--- src/rtl/exp_table_sched_if.sv ---
`default_nettype none
// ============================================================================
// Module   : exp_table_sched_if
// Brief    : Frame request, table handshake and amplitude result bundle for
//            the exp_table round-robin scheduler.
// Revision : 1.0  initial release
// ============================================================================
interface exp_table_sched_if #(
    parameter int NCH = 4
);
    logic                 sample_tick;
    logic [5*NCH-1:0]     level_in;
    logic [NCH-1:0]       ch_mask;
    logic [6:0]           tbl_exp;
    logic                 tbl_en;
    logic                 tbl_ready;
    logic [4:0]           tbl_in;
    logic [7*NCH-1:0]     amp_out;
    logic                 busy;
    logic                 frame_done;
    logic                 overrun;

    // Environment side: envelope logic, exp_table output and mixer.
    modport master (
        output sample_tick, level_in, ch_mask, tbl_exp,
        input  tbl_en, tbl_ready, tbl_in, amp_out, busy, frame_done, overrun
    );

    modport slave (
        input  sample_tick, level_in, ch_mask, tbl_exp,
        output tbl_en, tbl_ready, tbl_in, amp_out, busy, frame_done, overrun
    );
endinterface
`default_nettype wire

--- src/rtl/exp_table_sched.sv ---
`default_nettype none
// ============================================================================
// Module   : exp_table_sched
// Brief    : Round-robin sharing of one exp_table lookup pipeline among four
//            channels; captures each result into a per-channel amp register.
// Revision : 1.0  initial release
// ============================================================================
module exp_table_sched #(
    parameter int NCH = 4,
    parameter int LAT = 9
) (
    input  logic               MHz10,
    input  logic               rst,
    exp_table_sched_if.slave   bus
);

    typedef enum logic [1:0] {
        S_IDLE  = 2'd0,
        S_ISSUE = 2'd1,
        S_DRAIN = 2'd2,
        S_LAST  = 2'd3
    } state_t;

    state_t                     r_state;
    logic [2:0]                 r_cnt;
    logic [5*NCH-1:0]           r_level;
    logic [NCH-1:0]             r_mask;
    logic [LAT-1:0]             r_tag_v;
    logic [LAT-1:0][1:0]        r_tag_ch;
    logic [7*NCH-1:0]           r_amp;
    logic                       r_frame_done;
    logic                       r_overrun;

    logic                       w_busy;
    logic                       w_ready;
    logic [1:0]                 w_slot;
    logic                       w_push_v;
    logic [4:0]                 w_lvl;
    logic                       w_cap;

    assign w_busy   = (r_state != S_IDLE);
    assign w_ready  = (r_state == S_ISSUE) || (r_state == S_DRAIN);
    assign w_slot   = r_cnt[1:0];
    assign w_push_v = (r_state == S_ISSUE) && r_mask[w_slot];
    // Stage LAT-1 of the tag line lines up with the table's exp_out.
    assign w_cap    = w_busy && r_tag_v[LAT-1];

    always_comb begin
        w_lvl = 5'd0;
        for (int i = 0; i < NCH; i++) begin
            if (w_slot == 2'(i)) begin
                w_lvl = r_level[5*i +: 5];
            end
        end
    end

    assign bus.tbl_en     = w_busy;
    assign bus.tbl_ready  = w_ready;
    assign bus.tbl_in     = w_push_v ? w_lvl : 5'd0;
    assign bus.busy       = w_busy;
    assign bus.amp_out    = r_amp;
    assign bus.frame_done = r_frame_done;
    assign bus.overrun    = r_overrun;

    always_ff @(posedge MHz10) begin
        if (rst) begin
            r_state      <= S_IDLE;
            r_cnt        <= 3'd0;
            r_level      <= '0;
            r_mask       <= '0;
            r_tag_v      <= '0;
            r_tag_ch     <= '0;
            r_amp        <= '0;
            r_frame_done <= 1'b0;
            r_overrun    <= 1'b0;
        end else begin
            r_frame_done <= 1'b0;
            r_overrun    <= w_busy && bus.sample_tick;

            if (w_ready) begin
                r_tag_v  <= {r_tag_v[LAT-2:0], w_push_v};
                r_tag_ch <= {r_tag_ch[LAT-2:0], w_slot};
            end

            for (int i = 0; i < NCH; i++) begin
                if (w_cap && (r_tag_ch[LAT-1] == 2'(i))) begin
                    r_amp[7*i +: 7] <= bus.tbl_exp;
                end
            end

            case (r_state)
                S_IDLE: begin
                    if (bus.sample_tick) begin
                        r_level <= bus.level_in;
                        r_mask  <= bus.ch_mask;
                        r_cnt   <= 3'd0;
                        r_state <= S_ISSUE;
                    end
                end
                S_ISSUE: begin
                    if (r_cnt == 3'(NCH-1)) begin
                        r_cnt   <= 3'd0;
                        r_state <= S_DRAIN;
                    end else begin
                        r_cnt <= r_cnt + 3'd1;
                    end
                end
                S_DRAIN: begin
                    if (r_cnt == 3'(LAT-2)) begin
                        r_cnt   <= 3'd0;
                        r_state <= S_LAST;
                    end else begin
                        r_cnt <= r_cnt + 3'd1;
                    end
                end
                S_LAST: begin
                    r_state      <= S_IDLE;
                    r_cnt        <= 3'd0;
                    r_frame_done <= 1'b1;
                    for (int i = 0; i < NCH; i++) begin
                        if (!r_mask[i]) begin
                            r_amp[7*i +: 7] <= 7'd0;
                        end
                    end
                end
                default: r_state <= S_IDLE;
            endcase
        end
    end

endmodule
`default_nettype wire

--- src/flat_wrapper.sv ---
// flat-port wrapper written by rule: the top's interface ports become plain ports
module exp_table_sched_flat 
#(
    parameter int NCH = 4,
    parameter int LAT = 9
)
  (MHz10, rst, bus_sample_tick, bus_level_in, bus_ch_mask, bus_tbl_exp, bus_tbl_en, bus_tbl_ready, bus_tbl_in, bus_amp_out, bus_busy, bus_frame_done, bus_overrun);
  exp_table_sched_if #(.NCH(NCH)) bus_i ();
  input  logic MHz10;
  input  logic rst;
  input wire logic [$bits(bus_i.sample_tick)-1:0] bus_sample_tick;
  input wire logic [$bits(bus_i.level_in)-1:0] bus_level_in;
  input wire logic [$bits(bus_i.ch_mask)-1:0] bus_ch_mask;
  input wire logic [$bits(bus_i.tbl_exp)-1:0] bus_tbl_exp;
  output wire logic [$bits(bus_i.tbl_en)-1:0] bus_tbl_en;
  output wire logic [$bits(bus_i.tbl_ready)-1:0] bus_tbl_ready;
  output wire logic [$bits(bus_i.tbl_in)-1:0] bus_tbl_in;
  output wire logic [$bits(bus_i.amp_out)-1:0] bus_amp_out;
  output wire logic [$bits(bus_i.busy)-1:0] bus_busy;
  output wire logic [$bits(bus_i.frame_done)-1:0] bus_frame_done;
  output wire logic [$bits(bus_i.overrun)-1:0] bus_overrun;
  assign bus_i.sample_tick = bus_sample_tick;
  assign bus_i.level_in = bus_level_in;
  assign bus_i.ch_mask = bus_ch_mask;
  assign bus_i.tbl_exp = bus_tbl_exp;
  assign bus_tbl_en = bus_i.tbl_en;
  assign bus_tbl_ready = bus_i.tbl_ready;
  assign bus_tbl_in = bus_i.tbl_in;
  assign bus_amp_out = bus_i.amp_out;
  assign bus_busy = bus_i.busy;
  assign bus_frame_done = bus_i.frame_done;
  assign bus_overrun = bus_i.overrun;
  exp_table_sched #(.NCH(NCH), .LAT(LAT)) u_core (.MHz10(MHz10), .rst(rst), .bus(bus_i));
endmodule
--- config.mk ---
export PLATFORM = sky130hd
export DESIGN_NAME = exp_table_sched_flat
export DESIGN_NICKNAME = d
export VERILOG_FILES = /design/src/rtl/exp_table_sched_if.sv /design/src/rtl/exp_table_sched.sv /design/src/flat_wrapper.sv
export SDC_FILE = /design/constraint.sdc
export NUM_CORES = 1
export LEC_CHECK = 0
export ABC_AREA = 1
export BUFFER_PORTS_ARGS = -buffer_cell sky130_fd_sc_hd__buf_2
export CAP_MARGIN = 20
export CORE_ASPECT_RATIO = 0.6
export CORE_MARGIN = 2
export CORE_UTILIZATION = 49
export CTS_CLUSTER_SIZE = 12
export DETAILED_ROUTE_END_ITERATION = 7
export GPL_ROUTABILITY_DRIVEN = 1
export PLACE_DENSITY = 0.73
export SETUP_SLACK_MARGIN = 0.4
export SYNTH_ARGS = -nofsm -noshare
export SYNTH_HDL_FRONTEND = slang
export SYNTH_SLANG_ARGS = --single-unit
--- constraint.sdc ---
create_clock -name MHz10 -period 1.4 [get_ports MHz10]
set_input_delay 0.21 -clock MHz10 [delete_from_list [all_inputs] [get_ports MHz10]]
set_output_delay 0.21 -clock MHz10 [all_outputs]
set_load 0.01 [all_outputs]
==> results of run 1 <==
state kept, by name, summed over array words and instances (netlist names):
| signal | count |
|---|---|
| u_core.bus.amp_out | 28 |
| u_core.bus.frame_done | 1 |
| u_core.bus.overrun | 1 |
| u_core.r_cnt | 3 |
| u_core.r_level | 20 |
| u_core.r_mask | 4 |
| u_core.r_state | 2 |
| u_core.r_tag_ch | 18 |
| u_core.r_tag_v | 9 |
power breakdown:
part	internal [mW]	switching, mW	total (mW)
Sequential	3.02	0.528	3.55
Clock	1.42	1.00	2.42
Combinational	2.87	3.53	6.40
Total	7.30	5.06	12.4
layer usage:
layer	part of all wire, %	track usage (%)	up-vias
li1	-	-	1702
met1	40	37.98	1883
met2	46	47.44	251
met3	9.6	8.042	68
met4	4.3	10.82	0
met5	0	0	-
placed cells by master, fill, tap and decap left out, types with 7 or more instances in the layout:
| master | count |
|---|---|
| a21oi_2 | 15 |
| buf_2 | 39 |
| buf_4 | 24 |
| buf_6 | 46 |
| clkbuf_16 | 9 |
| dfxtp_1 | 53 |
| dfxtp_2 | 29 |
| ha_4 | 7 |
| inv_1 | 9 |
| nand2_1 | 31 |
| nand2_2 | 8 |
| nor2_1 | 112 |
| nor2_2 | 11 |
| nor2_4 | 23 |
| nor3_1 | 10 |
| nor3_2 | 19 |
| o21ai_2 | 45 |
| o21ai_4 | 11 |
layout make-up:
type                    count  area [µm²]  area share (%)
repair buffers            123        1184           20.14
flip-flops and latches     86        1773           30.16
multi-input cells         322        2310           39.29
well taps                  87       108.9           1.852
repair inverters            2       26.28          0.4470
clock inverters             4       46.29          0.7876
inverters                  27       187.7           3.193
clock buffers              11       242.7           4.129
logic make-up (layout without fill, tap and decap cells):
group | Yosys count | count (layout) | synth area share (%)
buffers and inverters | 44 | 167 | 5.771
adder cells (fa/ha/maj) | 10 | 10 | 3.630
AND/OR/NAND/NOR | 230 | 230 | 28.17
flip-flops | 86 | 86 | 49.95
AO/OA/AOI/OAI | 82 | 82 | 12.49
final timing paths:
path                                  to  slack (ns)  cells after the start
setup reg to reg  u_core.bus.amp_out[18]       -0.27                      8
setup / recovery           bus_tbl_in[4]       -0.54                      9
hold reg to reg       u_core.r_level[15]        0.50                      2
hold / removal        u_core.r_level[16]        0.11                      3
repair_timing:
item | 4_1_cts | 5_1_grt
pin swaps | 32 | 29
gates resized for setup | 173 | 118
hold buffers | 0 | 0
buffers inserted | 15 | 23
endpoints found under the setup margin | 120 | 122
gates cloned | 6 | 0
hold endpoints to repair | 0 | 0
per-stage QoR:
step | setup WS [ns] | setup TNS [ns]
after floorplan | 0.1720 | 0
after global placement | 0.01061 | 0
after detailed placement | -0.02237 | -0.06808
after CTS | -0.3500 | -2.720
after global routing | -0.5991 | -13.80
final | -0.5430 | -11.86
critical path, cell delays in order (launching register included):
cell      delay, ns
dfxtp_4        0.42
inv_8          0.06
ha_4           0.18
nand2_1        0.09
nand2_1        0.08
o211ai_1       0.13
nand2_1        0.15
nand2_2        0.09
nor2_2         0.03
buf_2          0.14
==> results.tsv, run 1 <==
stage	metric	value	unit
run_status	outcome	complete, but fails checks	
run_status	failed_checks	negative setup slack	
timing	hold_viol	0	
placement	place.gp.congestion	0.9145	
drt	vias_per_cell	5.897	
setup_path	critPathLaunchType	flop	
final_layout	n_antenna_cell	0	
logic_synthesis	synth.net_count	496	
setup_path	critical_path_required	1.19	ns
final_layout	fin_util	87.29	%
logic_synthesis	yosysSeqAreaShare	49.95	%
placement	dp_hpwl	6132	µm
timing	holdWs	0.1068	ns
placement	place_inst	603	
timing	fin_ws	-0.5430	ns
timing	tightest_slew	0.4368	ns
power_and_ir_drop	powerDensity	2104	nW/µm²
final_layout	fin_area	5878	µm²
global_route	grt.total_usage	29.18	%
logic_synthesis	ys_ff_latch	86	
floorplan	fp.dieW	112.3	µm
timing	slew_headroom	70.84	%
logic_synthesis	synth_top_cell_by_area	dfxtp_1	
floorplan	pin_count	72	
setup_path	r2r-start	u_core.r_state[0]	
logic_synthesis	syn-mean-instance-area	7.626	µm²
timing	fin_skew	0.007297	ns
logic_synthesis	synth_common_cells	nor2_1, dfxtp_1, o21ai_0, nand2_1, nor3_1	
cts	clk_latency	0.35	ns
final_layout	drive_above_1_share	59.65	%
cts	root_buffer	clkbuf_16	
timing	finalSetupViolations	75	
setup_path	setup.worst_path.end_class	output port	
logic_synthesis	syn-cell-area	3447	µm²
final_layout	fill_cells	263	
setup_path	path_max_fanout	6	
final_layout	final_cells	662	
logic_synthesis	yosys_warnings	0	
global_route	grt_antenna_before_repair	0	
worst_hold_path	hold_path.startpoint	bus_level_in[16]	
logic_synthesis	syn_inst	452	
drt	drt_first_pass_iters	5	
drt	detail-route-antenna-nets	0	
timing	post-route-period-util	138.8	%
final_layout	num-nets-final	615	
setup_path	worst-setup-path-type	reg -> out	
cts	cts.path.max_buffers	2	
timing	max_freq	514.7	MHz
final_layout	area_growth	70.53	%
floorplan	initial_utilization	51.19	%
drt	wl_per_cell	22.19	µm
floorplan	core_area	6734	µm²
timing	period_needed	1.943	ns
drt	vias	3904	
placement	dpl-instance-area	4080	µm²
global_route	grt_max_degree	21	
power_and_ir_drop	ir_drop	2.436	mV
setup_path	worstPathArrival	1.73	ns
floorplan	die_h	68.97	µm
global_route	globalRouteOverflowTotal	0	
worst_hold_path	hold_class	in -> reg	
logic_synthesis	yosysTopAreaCellShare	49.95	%
cts	ctsHtreeMaxLevel	3	
placement	numPortBuffers	71	
cts	cts_tree	built	
timing	rsz0062_at_grt	true	
power_and_ir_drop	p_total	12.37	mW
floorplan	row_count	23	
floorplan	dieArea	7744	µm²
global_route	grt_first_pass_wirelength	17130	µm
cts	cts_inserted_buffers	9	
logic_synthesis	yosys-top-cells-area	dfxtp_1, nor2_1, o21ai_0, nand2_1, nor3_1	
logic_synthesis	yosysMostFrequentCell	nor2_1	
global_route	grt_pass1_vias	3324	
job	maxCapViolCount	0	
setup_path	critPathLaunch	u_core.r_cnt[0]	
logic_synthesis	synthDistinctLibCells	27	
cts	cts_sinks	86	
logic_synthesis	synthArstFlopShare	0	%
logic_synthesis	synth_edf_count	0	
drt	drt_iter0_drc	413	
cts	clk_pin_slew	0.06	ns
power_and_ir_drop	p_leak	2.445	nW
drt	totalWireLength	14690	µm
timing	drv_slew	0	
drt	drc	0	
logic_synthesis	ys.flop_type	dfxtp_1	
(Power assumes the default switching activity.)
==> run 2, diff against run 1 <==
==> constraint.sdc (replaced) <==
create_clock -name MHz10 -period 1.4 [get_ports MHz10]
set_input_delay 0 -clock MHz10 [delete_from_list [all_inputs] [get_ports MHz10]]
set_output_delay 0 -clock MHz10 [all_outputs]
set_load 0.01 [all_outputs]
==> results.tsv, run 2 (synthesized netlist as in run 1, its figures left out) <==
stage	metric	value	unit
run_status	outcome	complete, but fails checks	
run_status	failed_checks	negative setup slack	
floorplan	fp.dieW	112.3	µm
setup_path	setup.worst_path.end_class	output port	
final_layout	final_common_cell	nor2_1	
timing	max_freq	559.6	MHz
floorplan	die_h	68.97	µm
setup_path	critPathLaunchType	flop	
setup_path	worstPathArrival	1.79	ns
cts	cts.path.max_buffers	2	
timing	post-route-period-util	127.6	%
cts	cts_inserted_buffers	9	
placement	place.gp.congestion	0.8848	
drt	drt_first_pass_iters	5	
worst_hold_path	hold_class	in -> reg	
timing	fin_skew	0.009384	ns
setup_path	crit_chain	inv_6 -> ha_4 -> clkinv_2 -> nand2_1 -> o211ai_1 -> nand2_1 -> nand2_2 -> nor2_2 -> buf_2	
timing	drv_slew	0	
power_and_ir_drop	p_seq_share	27.1	%
floorplan	dieArea	7744	µm²
setup_path	worst-setup-path-type	reg -> out	
global_route	grt_first_pass_wirelength	20810	µm
final_layout	register_area	1732	µm²
timing	rsz0062_at_grt	true	
timing	fin_ws	-0.3868	ns
timing	tightest_slew	0.5786	ns
global_route	grt_max_degree	53	
power_and_ir_drop	p_total	13.27	mW
setup_path	critical_path_required	1.40	ns
global_route	globalRouteOverflowTotal	0	
floorplan	row_count	23	
timing	slew_headroom	61.42	%
drt	vias_per_cell	6.325	
drt	wl_per_cell	25.38	µm
global_route	grt_antenna_before_repair	0	
power_and_ir_drop	switching_share	42.47	%
cts	cts_tree	built	
setup_path	path_max_fanout	5	
final_layout	final_cells	687	
cts	ctsHtreeMaxLevel	3	
power_and_ir_drop	powerDensity	2172	nW/µm²
global_route	grt_pass1_vias	3910	
timing	hold_viol	0	
final_layout	fill_cells	224	
power_and_ir_drop	power_switching	5.636	mW
final_layout	area_growth	77.24	%
power_and_ir_drop	p_clk_share	20.3	%
power_and_ir_drop	p_comb_share	52.6	%
final_layout	fin_area	6110	µm²
drt	drt_iter0_drc	575	
placement	numPortBuffers	71	
drt	detail-route-antenna-nets	0	
placement	dpl-instance-area	4040	µm²
power_and_ir_drop	ir_drop	1.417	mV
drt	drc	0	
timing	finalSetupViolations	75	
drt	totalWireLength	17430	µm
final_layout	multi_input_area	2390	µm²
global_route	grt.total_usage	36.29	%
job	maxCapViolCount	0	
power_and_ir_drop	intPower	7.633	mW
placement	place_inst	599	
power_and_ir_drop	p_leak	2.568	nW
final_layout	num-nets-final	638	
placement	dpl_worst_slack	-0.07121	ns
floorplan	initial_utilization	51.19	%
final_layout	largest_reg_flops	28	
drt	vias	4345	
final_layout	drive_above_1_share	54.92	%
final_layout	final_cell_mix	nor2_1, dfxtp_1, buf_2	
floorplan	core_area	6734	µm²
cts	root_buffer	clkbuf_16	
setup_path	critical-path-max-stage-delay	0.39	ns
setup_path	slowest_stage	dfxtp_4	
setup_path	cp_common_cell	nand2_1	
cts	clk_pin_slew	0.07	ns
floorplan	pin_count	72	
placement	dp_hpwl	6201	µm
timing	period_needed	1.787	ns
cts	cts_sinks	86	
cts	clk_latency	0.36	ns
==> run 2: cell types whose count changed in the layout (fill, tap and decap cells not counted), sizes merged <==
cell,delta
dlygate4sd3,+32
buf,-10
clkbuf,+1
clkinv,+1
diode,+1
==> run 2: worst paths after layout <==
kind / startpoint / to / slack, ns / depth (start not counted)
setup / recovery: u_core.r_cnt[1] / bus_tbl_in[4] / -0.39 / 9
hold / removal: bus_tbl_exp[4] / u_core.bus.amp_out[25] / 0.04 / 3
setup reg to reg: u_core.r_state[0] / u_core.bus.amp_out[5] / -0.19 / 8
hold reg to reg: u_core.r_tag_v[3] / u_core.r_tag_v[4] / 0.49 / 2
==> run 2: power by group through the flow <==
stage | clock network, mW | logic (mW) | registers (mW)
floorplan | 0 | 2.37 | 3.32
global placement | 0 | 2.86 | 3.35
detailed placement | 0 | 2.92 | 3.37
CTS | 2.60 | 5.43 | 3.42
global route | 2.74 | 7.20 | 3.60
finish | 2.70 | 6.98 | 3.59
==> run 2: area by class of cell <==
class / instances / area share [%]
Multi-Input combinational cell: 322 / 39.12
Clock buffer: 12 / 4.546
Timing Repair Buffer: 145 / 21.11
Timing Repair inverter: 3 / 0.9011
Sequential cell: 86 / 28.34
Tap cell: 87 / 1.782
Antenna cell: 1 / 0.04096
Clock inverter: 4 / 0.8192
Inverter: 27 / 3.338
==> run 2: timing repair <==
| item | CTS | global route |
|---|---|---|
| gates cloned | 6 | 1 |
| gates resized for setup | 196 | 79 |
| endpoints found under the setup margin | 92 | 94 |
| pin swaps | 66 | 39 |
| hold endpoints to repair | 39 | 0 |
| hold buffers | 32 | 0 |
| buffers inserted | 26 | 6 |
==> run 2: worst max-delay path, delay by kind of cell, from the launching register on <==
| family | cells | cell delay, ns |
|---|---|---|
| AOI/OAI and AO/OA | 1 | 0.09 |
| adders and majority gates | 1 | 0.17 |
| buffers and inverters | 3 | 0.34 |
| DFF | 1 | 0.39 |
| and+or+nand+nor | 4 | 0.44 |
==> run 2: metal layers <==
layer  GRT usage, %  part of all wire [%]
met5              0                 0.075
met4          16.62                   6.6
met3          11.10                    13
met2          59.41                    45
met1          45.15                    36
==> run 2: through the flow <==
stage | hold slack, ns | TNS, ns | util [%]
after floorplan | 0.05936 | 0 | -
after global placement | 0.2331 | 0 | 60.00
after detailed placement | 0.2401 | -0.09533 | 60.00
after CTS | 0.01095 | -0.7833 | 85.04
after global routing | 0.03957 | -7.809 | 90.69
final | 0.04077 | -7.215 | 90.73
==> run 3, diff against run 2 <==
PLACE_DENSITY = 0.76   (was 0.73)
==> results.tsv, run 3 (synthesized netlist as in run 1, its figures left out) <==
stage	metric	value	unit
cts	cts_tree	built	
placement	place_inst	602	
final_layout	drive_above_1_share	52.22	%
final_layout	n_antenna_cell	0	
setup_path	critical_path_required	1.40	ns
final_layout	largest_reg_flops	28	
timing	period_needed	1.796	ns
setup_path	critical-path-max-stage-delay	0.40	ns
global_route	grt.total_usage	37.14	%
final_layout	num-nets-final	648	
placement	dpl_worst_slack	0.01304	ns
floorplan	initial_utilization	51.19	%
final_layout	fill_cells	223	
power_and_ir_drop	p_seq_share	26.8	%
final_layout	final_cell_mix	nor2_1, dfxtp_1, buf_2	
timing	max_freq	556.8	MHz
setup_path	worstPathArrival	1.80	ns
power_and_ir_drop	switching_share	42.75	%
drt	drt_first_pass_iters	5	
final_layout	final_cells	696	
floorplan	core_area	6734	µm²
cts	clk_latency	0.36	ns
setup_path	cp_common_cell	nand2_2	
floorplan	dieArea	7744	µm²
setup_path	crit_chain	inv_8 -> ha_4 -> nand2_2 -> nand2_2 -> o211ai_1 -> nand2_1 -> nand2_2 -> nor2_2 -> buf_2	
floorplan	fp.dieW	112.3	µm
timing	finalSetupViolations	80	
drt	vias_per_cell	6.448	
placement	dpl-instance-area	4050	µm²
power_and_ir_drop	p_clk_share	20.4	%
drt	totalWireLength	17910	µm
setup_path	worst-setup-path-type	reg -> out	
cts	clk_pin_slew	0.08	ns
setup_path	slowest_stage	dfxtp_4	
drt	vias	4488	
floorplan	pin_count	72	
setup_path	path_delay_family	simple AND/OR/NAND/NOR gates	
setup_path	cp_num_buf_inv	2	
timing	slew_headroom	62.47	%
drt	detail-route-antenna-nets	0	
timing	tns	-11.08	ns
timing	hold_viol	0	
timing	fin_skew	0.01231	ns
run_status	failed_checks	negative setup slack	
global_route	grt_max_degree	29	
timing	rsz0062_at_grt	true	
drt	wl_per_cell	25.73	µm
global_route	grt_pass1_vias	3970	
timing	tightest_slew	0.5629	ns
drt	drc	0	
floorplan	row_count	23	
setup_path	path_max_fanout	6	
cts	cts.path.max_buffers	2	
global_route	grt_antenna_before_repair	0	
power_and_ir_drop	p_comb_share	52.8	%
global_route	grt_first_pass_wirelength	21530	µm
job	maxCapViolCount	0	
timing	holdWs	0.01351	ns
global_route	globalRouteOverflowTotal	0	
drt	drt_iter0_drc	798	
power_and_ir_drop	p_leak	2.578	nW
floorplan	die_h	68.97	µm
final_layout	area_growth	75.03	%
setup_path	setup.worst_path.end_class	output port	
cts	cts_sinks	86	
power_and_ir_drop	ir_drop	1.976	mV
setup_path	critPathLaunchType	flop	
run_status	outcome	complete, but fails checks	
final_layout	fin_area	6033	µm²
worst_hold_path	hold_class	in -> reg	
placement	numPortBuffers	71	
cts	root_buffer	clkbuf_16	
cts	cts_inserted_buffers	9	
placement	place.gp.congestion	0.8598	
power_and_ir_drop	powerDensity	2208	nW/µm²
placement	dp_hpwl	5890	µm
timing	drv_slew	0	
final_layout	final_common_cell	nor2_1	
power_and_ir_drop	intPower	7.629	mW
timing	fin_ws	-0.3961	ns
timing	post-route-period-util	128.3	%
power_and_ir_drop	power_switching	5.696	mW
cts	ctsHtreeMaxLevel	3	
run 3: power by group through the flow:
stage                     clock, mW  sequential (mW)  combinational (mW)
after detailed placement          0             3.35                2.91
after floorplan                   0             3.32                2.37
after global routing           2.79             3.58                7.20
after global placement            0             3.34                2.86
after CTS                      2.59             3.40                5.12
final                          2.72             3.57                7.03
run 3: cell type report:
cell class	count	area (µm²)	share of cell area (%)
sequential	86	1732	28.70
clock buffer	9	225.2	3.733
inverter	27	190.2	3.152
clock inverter	7	97.59	1.618
tap	87	108.9	1.804
timing repair buffer	153	1343	22.25
multi-input combinational	322	2281	37.81
timing repair inverter	5	56.30	0.9332
run 3: worst paths after layout:
kind	slack, ns	end	start	cells after the start
hold reg to reg	0.50	u_core.r_level[16]	u_core.r_level[16]	2
setup / recovery	-0.40	bus_tbl_in[1]	u_core.r_cnt[0]	9
hold / removal	0.01	u_core.bus.amp_out[11]	bus_tbl_exp[4]	3
setup reg to reg	-0.27	u_core.bus.amp_out[15]	u_core.r_state[0]	9
run 3: metrics by stage:
stage | total power [mW] | utilization [%]
after global routing | 13.57 | 89.59
after global placement | 6.201 | 60.14
after detailed placement | 6.263 | 60.14
final | 13.32 | 89.59
after CTS | 11.12 | 82.40
after floorplan | 5.686 | -
run 3: repair_timing:
action                     CTS  global route
gates cloned                10             1
setup endpoints to repair   92            92
resized for setup          142           101
hold buffers                33             0
setup buffers               23            11
hold endpoints to repair    41             0
pin swaps                   45            37
run 3: tightest hold or removal path: stages:
cell,delay [ns]
buf_2,0.17
nor2_4,0.12
nor3_1,0.05
run 3: routing by layer:
layer | part of all wire, % | vias up | GRT usage [%]
met2 | 43 | 491 | 59.11
met5 | 0 | - | 0
met1 | 36 | 2055 | 43.23
met4 | 7.2 | 0 | 20.73
li1 | - | 1774 | -
met3 | 14 | 168 | 16.00
